File: config.mk
export PLATFORM = sky130hd
export DESIGN_NAME = i2c_byte_gen
export DESIGN_NICKNAME = d
export VERILOG_FILES = /design/src/rtl/i2c_byte_gen_pkg.sv /design/src/rtl/i2c_byte_gen_sync.sv /design/src/rtl/i2c_byte_gen.sv
export SDC_FILE = /design/constraint.sdc
export NUM_CORES = 1
export LEC_CHECK = 0
export ABC_AREA = 1
export CAP_MARGIN = 10
export CORE_UTILIZATION = 46
export DETAILED_ROUTE_END_ITERATION = 6
export DONT_BUFFER_PORTS = 1
export RECOVER_POWER = 25
export SLEW_MARGIN = 20
export SYNTH_ARGS = -nofsm -noshare
export SYNTH_HDL_FRONTEND = slang
export SYNTH_HIERARCHICAL = 1
export SYNTH_SLANG_ARGS = --single-unit
File: constraint.sdc
create_clock -name i_clk -period 1.41 [get_ports i_clk]
set_input_delay 0.3525 -clock i_clk [delete_from_list [all_inputs] [get_ports i_clk]]
set_output_delay 0.3525 -clock i_clk [all_outputs]
set_load 0.005 [all_outputs]
File: src/rtl/i2c_byte_gen_pkg.sv
// Shared types for the I2C bit-level byte engine: FSM states, bit phases,
// the registered state struct and the SDA drive rule.
package i2c_byte_gen_pkg;

    typedef enum logic [1:0] {BG_IDLE, BG_BIT, BG_DONE} t_byte_gen_states;
    typedef enum logic [1:0] {P0, P1, P2, P3} t_bit_phase;

    localparam logic [3:0] ACK_BIT = 4'd8;

    typedef struct packed {
        t_byte_gen_states st;
        t_bit_phase       ph;
        logic [3:0]       bit_cnt;
        logic             we;
        logic             last;
        logic [7:0]       tx;
        logic [7:0]       rx;
        logic             ack;
        logic [7:0]       rd_byte;
        logic             scl_hold;
    } t_bg_state;

    // SDA pull-down for the current bit: data bits MSB-first on writes,
    // released for the slave's ACK; on reads ACK unless this is the last byte.
    function automatic logic sda_drive(input logic we, input logic last,
                                       input logic [3:0] bit_cnt, input logic [7:0] tx);
        if (bit_cnt[3]) return we ? 1'b0 : ~last;
        return we ? ~tx[~bit_cnt[2:0]] : 1'b0;
    endfunction

endpackage

File: src/rtl/i2c_byte_gen_sync.sv
// Two-flop synchronizer for the SCL/SDA pad inputs; idles high like a released bus.
module i2c_sync_2ff (
    input  logic clk,
    input  logic rst_n,
    input  logic d,
    output logic q
);
    logic meta;

    always_ff @(posedge clk or negedge rst_n) begin
        if (!rst_n) begin
            meta <= 1'b1;
            q    <= 1'b1;
        end else begin
            meta <= d;
            q    <= meta;
        end
    end
endmodule

File: src/rtl/i2c_byte_gen.sv
// Bit-level I2C byte engine: shifts one byte plus ACK/NACK over open-drain
// SCL/SDA enables, with SCL clock stretching honoured in the high phase.
module i2c_byte_gen
    import i2c_byte_gen_pkg::*;
#(
    parameter  int QUARTER_PERIOD = 62,
    localparam int CNT_WIDTH      = $clog2(QUARTER_PERIOD + 1)
) (
    input  logic       i_clk,
    input  logic       i_rst_n,
    input  logic       i_req_valid,
    input  logic       i_req_we,
    input  logic       i_req_last_byte,
    input  logic [7:0] i_wr_byte,
    output logic       o_ready,
    output logic       o_wr_ack,
    output logic       o_wr_nack,
    output logic       o_rd_valid,
    output logic [7:0] o_rd_byte,
    input  logic       i_scl_in,
    input  logic       i_sda_in,
    output logic       o_scl_oe,
    output logic       o_sda_oe
);
    t_bg_state r, n;
    logic [CNT_WIDTH-1:0] cnt, cnt_n;
    logic scl_s, sda_s, phase_end;

    i2c_sync_2ff u_scl_sync (.clk(i_clk), .rst_n(i_rst_n), .d(i_scl_in), .q(scl_s));
    i2c_sync_2ff u_sda_sync (.clk(i_clk), .rst_n(i_rst_n), .d(i_sda_in), .q(sda_s));

    assign phase_end = (cnt == CNT_WIDTH'(QUARTER_PERIOD - 1));

    always_ff @(posedge i_clk or negedge i_rst_n) begin
        if (!i_rst_n) begin
            r   <= '0;
            cnt <= '0;
        end else begin
            r   <= n;
            cnt <= cnt_n;
        end
    end

    always_comb begin
        n     = r;
        cnt_n = cnt;
        case (r.st)
            BG_IDLE: begin
                if (i_req_valid) begin
                    n.st      = BG_BIT;
                    n.ph      = P0;
                    n.bit_cnt = '0;
                    n.we      = i_req_we;
                    n.last    = i_req_last_byte;
                    n.tx      = i_wr_byte;
                    cnt_n     = '0;
                end
            end
            BG_BIT: begin
                case (r.ph)
                    P0, P1: begin
                        if (phase_end) begin
                            n.ph  = (r.ph == P0) ? P1 : P2;
                            cnt_n = '0;
                        end else begin
                            cnt_n = cnt + 1'b1;
                        end
                    end
                    P2: begin
                        // Only count once SCL is seen high: a slave holding it low stretches this phase.
                        if (scl_s) begin
                            if (phase_end) begin
                                n.ph  = P3;
                                cnt_n = '0;
                                if (r.bit_cnt == ACK_BIT) n.ack = sda_s;
                                else                      n.rx  = {r.rx[6:0], sda_s};
                            end else begin
                                cnt_n = cnt + 1'b1;
                            end
                        end
                    end
                    P3: begin
                        if (phase_end) begin
                            cnt_n = '0;
                            if (r.bit_cnt == ACK_BIT) begin
                                n.st       = BG_DONE;
                                n.scl_hold = 1'b1;
                                if (!r.we) n.rd_byte = r.rx;
                            end else begin
                                n.bit_cnt = r.bit_cnt + 4'd1;
                                n.ph      = P0;
                            end
                        end else begin
                            cnt_n = cnt + 1'b1;
                        end
                    end
                endcase
            end
            BG_DONE: n.st = BG_IDLE;
            default: n.st = BG_IDLE;
        endcase
    end

    // SCL stays pulled low between bytes so the start/stop generators can take over cleanly.
    assign o_scl_oe   = (r.st == BG_BIT) ? (r.ph == P0 || r.ph == P1) : r.scl_hold;
    assign o_sda_oe   = (r.st == BG_BIT) && sda_drive(r.we, r.last, r.bit_cnt, r.tx);
    assign o_ready    = (r.st == BG_IDLE);
    assign o_wr_ack   = (r.st == BG_DONE) &&  r.we && !r.ack;
    assign o_wr_nack  = (r.st == BG_DONE) &&  r.we &&  r.ack;
    assign o_rd_valid = (r.st == BG_DONE) && !r.we;
    assign o_rd_byte  = r.rd_byte;

endmodule
==> summary.txt, run 1 <==
Run status
  – Status: finished with violations
  – Violations in the final reports: hold timing, setup timing

Synth
  – Synth Flop Type: dfrtp_1
  – Fraction of registers with async set/reset: 100%
  – Share of the synthesized area in the top cell type: 46.5%
  – Count leader, synth: nand2_1
  – Avg Cell Area, Syn: about 8.4 um^2
  – Area leader, netlist: dfrtp_1
  – Top cells by area in the synthesized netlist: dfrtp_1 (47%), nand2_1 (13%), nand3_1 (6.2%)
  – Syn_nets: around 290
  – Sequential area share after synthesis: between 50% and 60%
  – Post-Synthesis Cells: about 270
  – #FFs+latches synth: 46
  – EDFF count, synth: 0
  – Synth unique cells: 29
  – Synth top cells by count: nand2_1 (81), dfrtp_1 (42), nand3_1 (28), inv_1 (27), nor2_1 (20)
  – Post-Syn Area: approximately 0.0023 mm^2
  – Synth Warn #: 6

Worst setup path
  – Critical Path, Cell by Cell: buf_4 -> nor2_4 -> buf_6 -> nand2_1 -> a21oi_2
  – CP endpoint kind: output pin
  – Setup CP Type: register to output pin
  – Reg2Reg Depth: 11
  – WP data required: 1060 ps
  – CP Launch Type: register
  – Reg-to-Reg End: o_rd_byte[2]
  – R2r startpoint: r[28]
  – CP startpoint: r[35]
  – CP peak stage delay: around 420 ps
  – CP Data Arrival Time: 1350 ps
  – CP max FO: 5
  – Setup slack, reg-to-reg: -240 ps
  – CP max stage cell: dfrtp_1

Layout
  – Layout Cells excl Fill: 370
  – Share of layout cells above drive strength 1: between 40% and 50%
  – FILL cells: roughly 400
  – Synth-to-Final Area Change: 34.7%
  – Final #Nets: between 300 and 400
  – Design area: slightly above 0.003 mm^2
  – Antenna diodes: 0

Place
  – GPL Wtd Cong: around 0.83
  – Placed cells: about 350
  – Dpl hpwl: 3.16 mm
  – Placed cell areas: ~0.0025 mm^2
  – I/O Buffers: 0

Timing
  – Least-Margin Pin Slew: between 300 and 400 ps
  – Period utilisation layout: 121%
  – Fin crit period: around 1700 ps
  – Slew margin rel.: ~73%
  – Max Clk Rate: approximately 590 MHz
  – Final setup margin: -291 ps
  – Setup violations, final: 31
  – Hold_ws: -265 ps
  – Fin. Hold Viols: 46
  – Slew Limit Fails: 0
  – RSZ-0062 raised after global routing: yes
  – Clock skew: 5.07 ps

Clock tree
  – Root Buffer: clkbuf_8
  – Clock transition at path regs: around 90 ps
  – Clk Latency, worst-skew pair: approximately 300 ps
  – CTS tree: done
  – H-tree depth: 2
  – Cts bufs inserted: 5
  – Num Clock Sinks: 46
  – Clock Path Buffers: 2

Floorplanning
  – Core ar.: between 0.004 and 0.005 mm^2
  – Rows: 25
  – Starting Density: a little under half
  – IO Pins: 29
  – Total die area: ~0.0052 mm^2
  – Die width: around 72 um
  – Chip Height: ~72 um

Detailed routing
  – Met1 WL: between 2 and 2.5 mm
  – Starting DRT DRC Count: 65
  – Post-detailed-route count of antenna-violating nets: 0
  – DR WL met2: between 2 and 2.5 mm
  – Routed WL per cell: between 10 and 15 um
  – Post-Route WL: roughly 4.7 mm
  – DR vias: 1800
  – Vias per cell: between 4 and 5
  – Routed met3 length: roughly 180 um
  – DR DRC count: 0
  – DR pass1 iterations: 4
  – Top sig layer: met4

Global route
  – Vias in the first global route: about 1700
  – Grt total ovfl: 0
  – First-pass GRT wire length: approximately 7.5 mm
  – Overall routing resource usage: a little under a fifth
  – Initial antenna violation count: 0
  – Largest net degree at the start of global routing: 47

Pwr
  – Pleak: between 1.5 and 2 nW
  – Maximum VDD drop: about 0.00042 V
  – Pwr per Cell Area: about 770 mW/mm^2

Job
  – Maxcap violations: 0

Worst hold path
  – Worst hold path type: primary input to async pin
==> cells by family after synthesis <==
logic type / after synthesis / share of synthesized area, %
and+or+nand+nor: 145 / 28.8
DFF: 46 / 51.2
buffers and inverters: 42 / 8.75
AOI/OAI and AO/OA: 24 / 5.60
adders and majority gates: 8 / 4.43
xor gates and xnor gates: 2 / 0.776
muxes: 1 / 0.499
==> per-stage QoR <==
step / TNS (ps) / setup slack, ps / total power [W] / util (%)
2_1_floorplan: 0 / 15.7 / 0.00136 / -
3_3_place_gp: -1140 / -123 / 0.00136 / 52.8
4_1_cts: -3050 / -302 / 0.00235 / 58.3
6_report: -3780 / -291 / 0.00233 / 64.4
5_1_grt: -6270 / -381 / 0.00239 / 64.4
3_5_place_dp: -1390 / -126 / 0.00136 / 52.8
==> critical path, delay by kind of cell, from the launching register on <==
family / cells / cell delay (ps)
flip-flops: 1 / 420
buffers and inverters: 2 / 310
AND/OR/NAND/NOR: 2 / 180
AO/OA/AOI/OAI: 1 / 140
==> state kept, by name, indices dropped and copies added (netlist names) <==
| register | flops |
|---|---|
| o_rd_byte | 8 |
| cnt | 6 |
| u_scl_sync/meta | 1 |
| u_sda_sync/meta | 1 |
| r | 28 |
| u_sda_sync/q | 1 |
| u_scl_sync/q | 1 |
==> metal layers <==
| layer | global-route usage, % | up-vias |
|---|---|---|
| li1 | - | 908 |
| met3 | 5.42 | 4 |
| met4 | 5.88 | 0 |
| met2 | 33.0 | 31 |
| met1 | 22.1 | 857 |
| met5 | 0 | - |
==> timing repair <==
item / in CTS / in global routing
gates resized for setup: 39 / 62
hold endpoints to repair: 46 / 46
pin swaps: 9 / 31
setup buffers: 3 / 7
setup endpoints to repair: 31 / 38
==> layout make-up <==
cell class | count | area [um^2] | share of cell area [%]
Multi-Input combinational cell | 180 | 1220 | 40.1
Sequential cell | 46 | 1160 | 38.1
Timing Repair Buffer | 39 | 350 | 11.5
Inverter | 30 | 118 | 3.87
Tap cell | 67 | 83.8 | 2.76
Clock buffer | 6 | 72.6 | 2.39
Clock inverter | 2 | 37.5 | 1.23
==> placed cells by master (no fill, tap or decap), drive strengths merged, types with 2 or more instances in the layout <==
cell	n
nor2	22
xor2	2
nand4	5
nor3	3
nand2	84
ha	8
o21ai	9
dfrtp	42
nand3	29
dfstp	4
buf	39
clkbuf	6
a21oi	12
inv	29
==> how the worst max path moves through the flow <==
stage / endpoint / slack, ps / cells past startpoint
6_report: o_sda_oe / -290 / 5
5_1_grt: o_sda_oe / -380 / 8
4_1_cts: o_sda_oe / -300 / 8
3_5_place_dp: o_rd_byte[3] / -130 / 9
3_3_place_gp: o_rd_byte[3] / -120 / 9
2_1_floorplan: o_rd_byte[0] / 20 / 9
==> power breakdown <==
part	switching, W	leakage (nW)	internal [W]
sequential	0.00000361	0.549	0.00133
combinational	0.00000240	0.930	0.000000523
clock	0.000464	0.0514	0.000529
Power figures use the tool's default switching activity.
==> run 2: changes to the inputs <==
CELL_PAD_IN_SITES_DETAIL_PLACEMENT = 1   (was not set)
CELL_PAD_IN_SITES_GLOBAL_PLACEMENT = 1   (was not set)
CORE_UTILIZATION = 42   (was 46)
PLACE_DENSITY_LB_ADDON = 0.1   (was not set)
==> run 2 against run 1 <==
- sequential power barely moved
- via count rose by 7.9%
- wire length rose by 40%
- clock power fell by 0.5%
- setup slack got worse by 35 ps
- the run still ends with hold timing, setup timing left
- largest cell class unchanged
- non-clock buffer count rose by 10
- clock skew rose by 3.5 ps
- clock-buffer cell count did not move
- first-iteration DRC count fell by 18%
- sequential cell count did not move
==> summary.txt, run 2 (same netlist as run 1, synthesis figures left out) <==
Timing
  – Slew margin rel.: roughly three quarters
  – Hold_ws: -264 ps
  – Total Neg Setup Slack: -7260 ps
  – Setup violations, final: 32
  – Final setup margin: -326 ps
  – Fin. Hold Viols: 46
  – Fin crit period: 1740 ps
  – Period utilisation layout: 123%
  – RSZ-0062 raised after global routing: yes
  – Max Clk Rate: about 580 MHz
  – Least-Margin Pin Slew: about 380 ps
  – Slew Limit Fails: 0
  – Clock skew: 8.59 ps

Detailed routing
  – DR WL met2: 3.49 mm
  – Post-detailed-route count of antenna-violating nets: 0
  – DR vias: 1942
  – Vias per cell: between 5 and 6
  – Post-Route WL: roughly 6.6 mm
  – Met1 WL: roughly 2.9 mm
  – Top sig layer: met4
  – DR pass1 iterations: 4
  – Routed WL per cell: 17.2 um
  – DR DRC count: 0
  – Starting DRT DRC Count: between 50 and 60
  – Routed met3 length: roughly 150 um

Floorplanning
  – Rows: 26
  – Starting Density: between 40% and 50%
  – Total die area: roughly 0.0057 mm^2
  – Core ar.: between 0.005 and 0.006 mm^2
  – IO Pins: 29
  – Chip Height: 75.3 um
  – Die width: about 75 um

Global route
  – Overall routing resource usage: a little under a quarter
  – Largest net degree at the start of global routing: between 40 and 50
  – First-pass GRT wire length: 9.55 mm
  – Grt total ovfl: 0
  – Vias in the first global route: slightly below 2000
  – Initial antenna violation count: 0

Clock tree
  – Clock transition at path regs: around 90 ps
  – Root Buffer: clkbuf_8
  – H-tree depth: 2
  – CTS tree: done
  – Clk Latency, worst-skew pair: ~300 ps
  – Clock Path Buffers: 2
  – Num Clock Sinks: between 40 and 50
  – Cts bufs inserted: 5

Worst setup path
  – Setup CP Type: register to register
  – Reg2Reg Depth: 11
  – CP max FO: 8
  – CP Launch Type: register
  – Setup slack, reg-to-reg: -330 ps
  – CP Data Arrival Time: ~1900 ps
  – WP data required: approximately 1600 ps
  – CP endpoint kind: register

Run status
  – Violations in the final reports: hold timing, setup timing
  – Status: finished with violations

Layout
  – Antenna diodes: 0
  – Synth-to-Final Area Change: 43.7%
  – Share of layout cells above drive strength 1: between 40% and 50%
  – Final #Nets: 335
  – Commonest cells after routing, fill and taps aside: nand2_1 (44), dfrtp_1 (40), nand2_2 (31)
  – Most common cell after layout, fill and taps aside: nand2_1
  – Max reg flops: 28
  – Largest Register: r

Pwr
  – Pwr per Cell Area: 716 mW/mm^2
  – Maximum VDD drop: about 0.00075 V
  – Pleak: about 1.6 nW

Place
  – GPL Wtd Cong: about 0.78
  – I/O Buffers: 0
  – Place WS: -202 ps
  – Dpl hpwl: between 3 and 4 mm

Job
  – Maxcap violations: 0

Worst hold path
  – Worst hold path type: primary input to async pin
[run 2: cell count changes in the layout (fill, tap and decap cells not counted), moves of 3 or more]
cell     change
nand3_2      +6
nor2_2       +3
nor2_1       -5
buf_6        +6
nand3_1      -5
nand2_2      +4
buf_4        +3
o21ai_0      -3
nand2_1      -3
[run 2: worst paths after layout]
check,to,from
max in group asynchronous,u_scl_sync/q,i_rst_n
worst min-delay path,r[32],i_rst_n
worst min register to register,u_sda_sync/q,u_sda_sync/meta
worst max register to register,o_rd_byte[5],r[28]
worst max-delay path,o_rd_byte[5],r[28]
min in group i_clk,u_scl_sync/meta,i_scl_in
[run 2: timing repair]
item	CTS	global route
cloned	0	0
pin swaps	28	24
resized for setup	85	51
buffers inserted	15	5
setup endpoints to repair	34	40
hold endpoints to repair	46	46
[run 2: final cells by class]
type / count / area (um^2)
Clock buffer: 6 / 72.6
Timing Repair Buffer: 49 / 455
Multi-Input combinational cell: 180 / 1310
Inverter: 30 / 123
Sequential cell: 46 / 1160
Fill cell: 585 / 1890
Clock inverter: 2 / 37.5
Tap cell: 70 / 87.6
[run 2: per-layer routing]
metal	up-vias	track usage [%]
met5	-	0
met1	981	29.1
met4	0	5.56
li1	929	-
met3	8	3.70
met2	24	41.1
[run 2: report_power, final]
| part | internal (W) | total (W) | switching, W |
|---|---|---|---|
| sequential | 0.00133 | 0.00133 | 0.00000309 |
| clock | 0.000530 | 0.000989 | 0.000459 |
| combinational | 0.000000481 | 0.00000202 | 0.00000154 |
| total | 0.00186 | 0.00232 | 0.000464 |
[run 2: through the flow]
stage,power (W),util (%),hold WS [ps],area [um^2],std cells
after global routing,0.00239,63.1,-276,3250,383
after CTS,0.00235,58.9,-274,3030,379
after detailed placement,0.00136,48.7,58.1,2500,356
after floorplan,0.00136,-,56.9,2260,268
after global placement,0.00136,48.7,58.2,2500,356
final,0.00232,63.1,-264,3250,383
[run 2: critical path, stage by stage, from the launching register on]
cell,delay [ps]
dfrtp_2,430
inv_2,80
buf_4,100
buf_6,90
ha_4,140
nand3_4,100
nor2_4,130
nand2_2,100
nor2_4,180
nand2_4,140
nand2_2,100
nand2_2,50
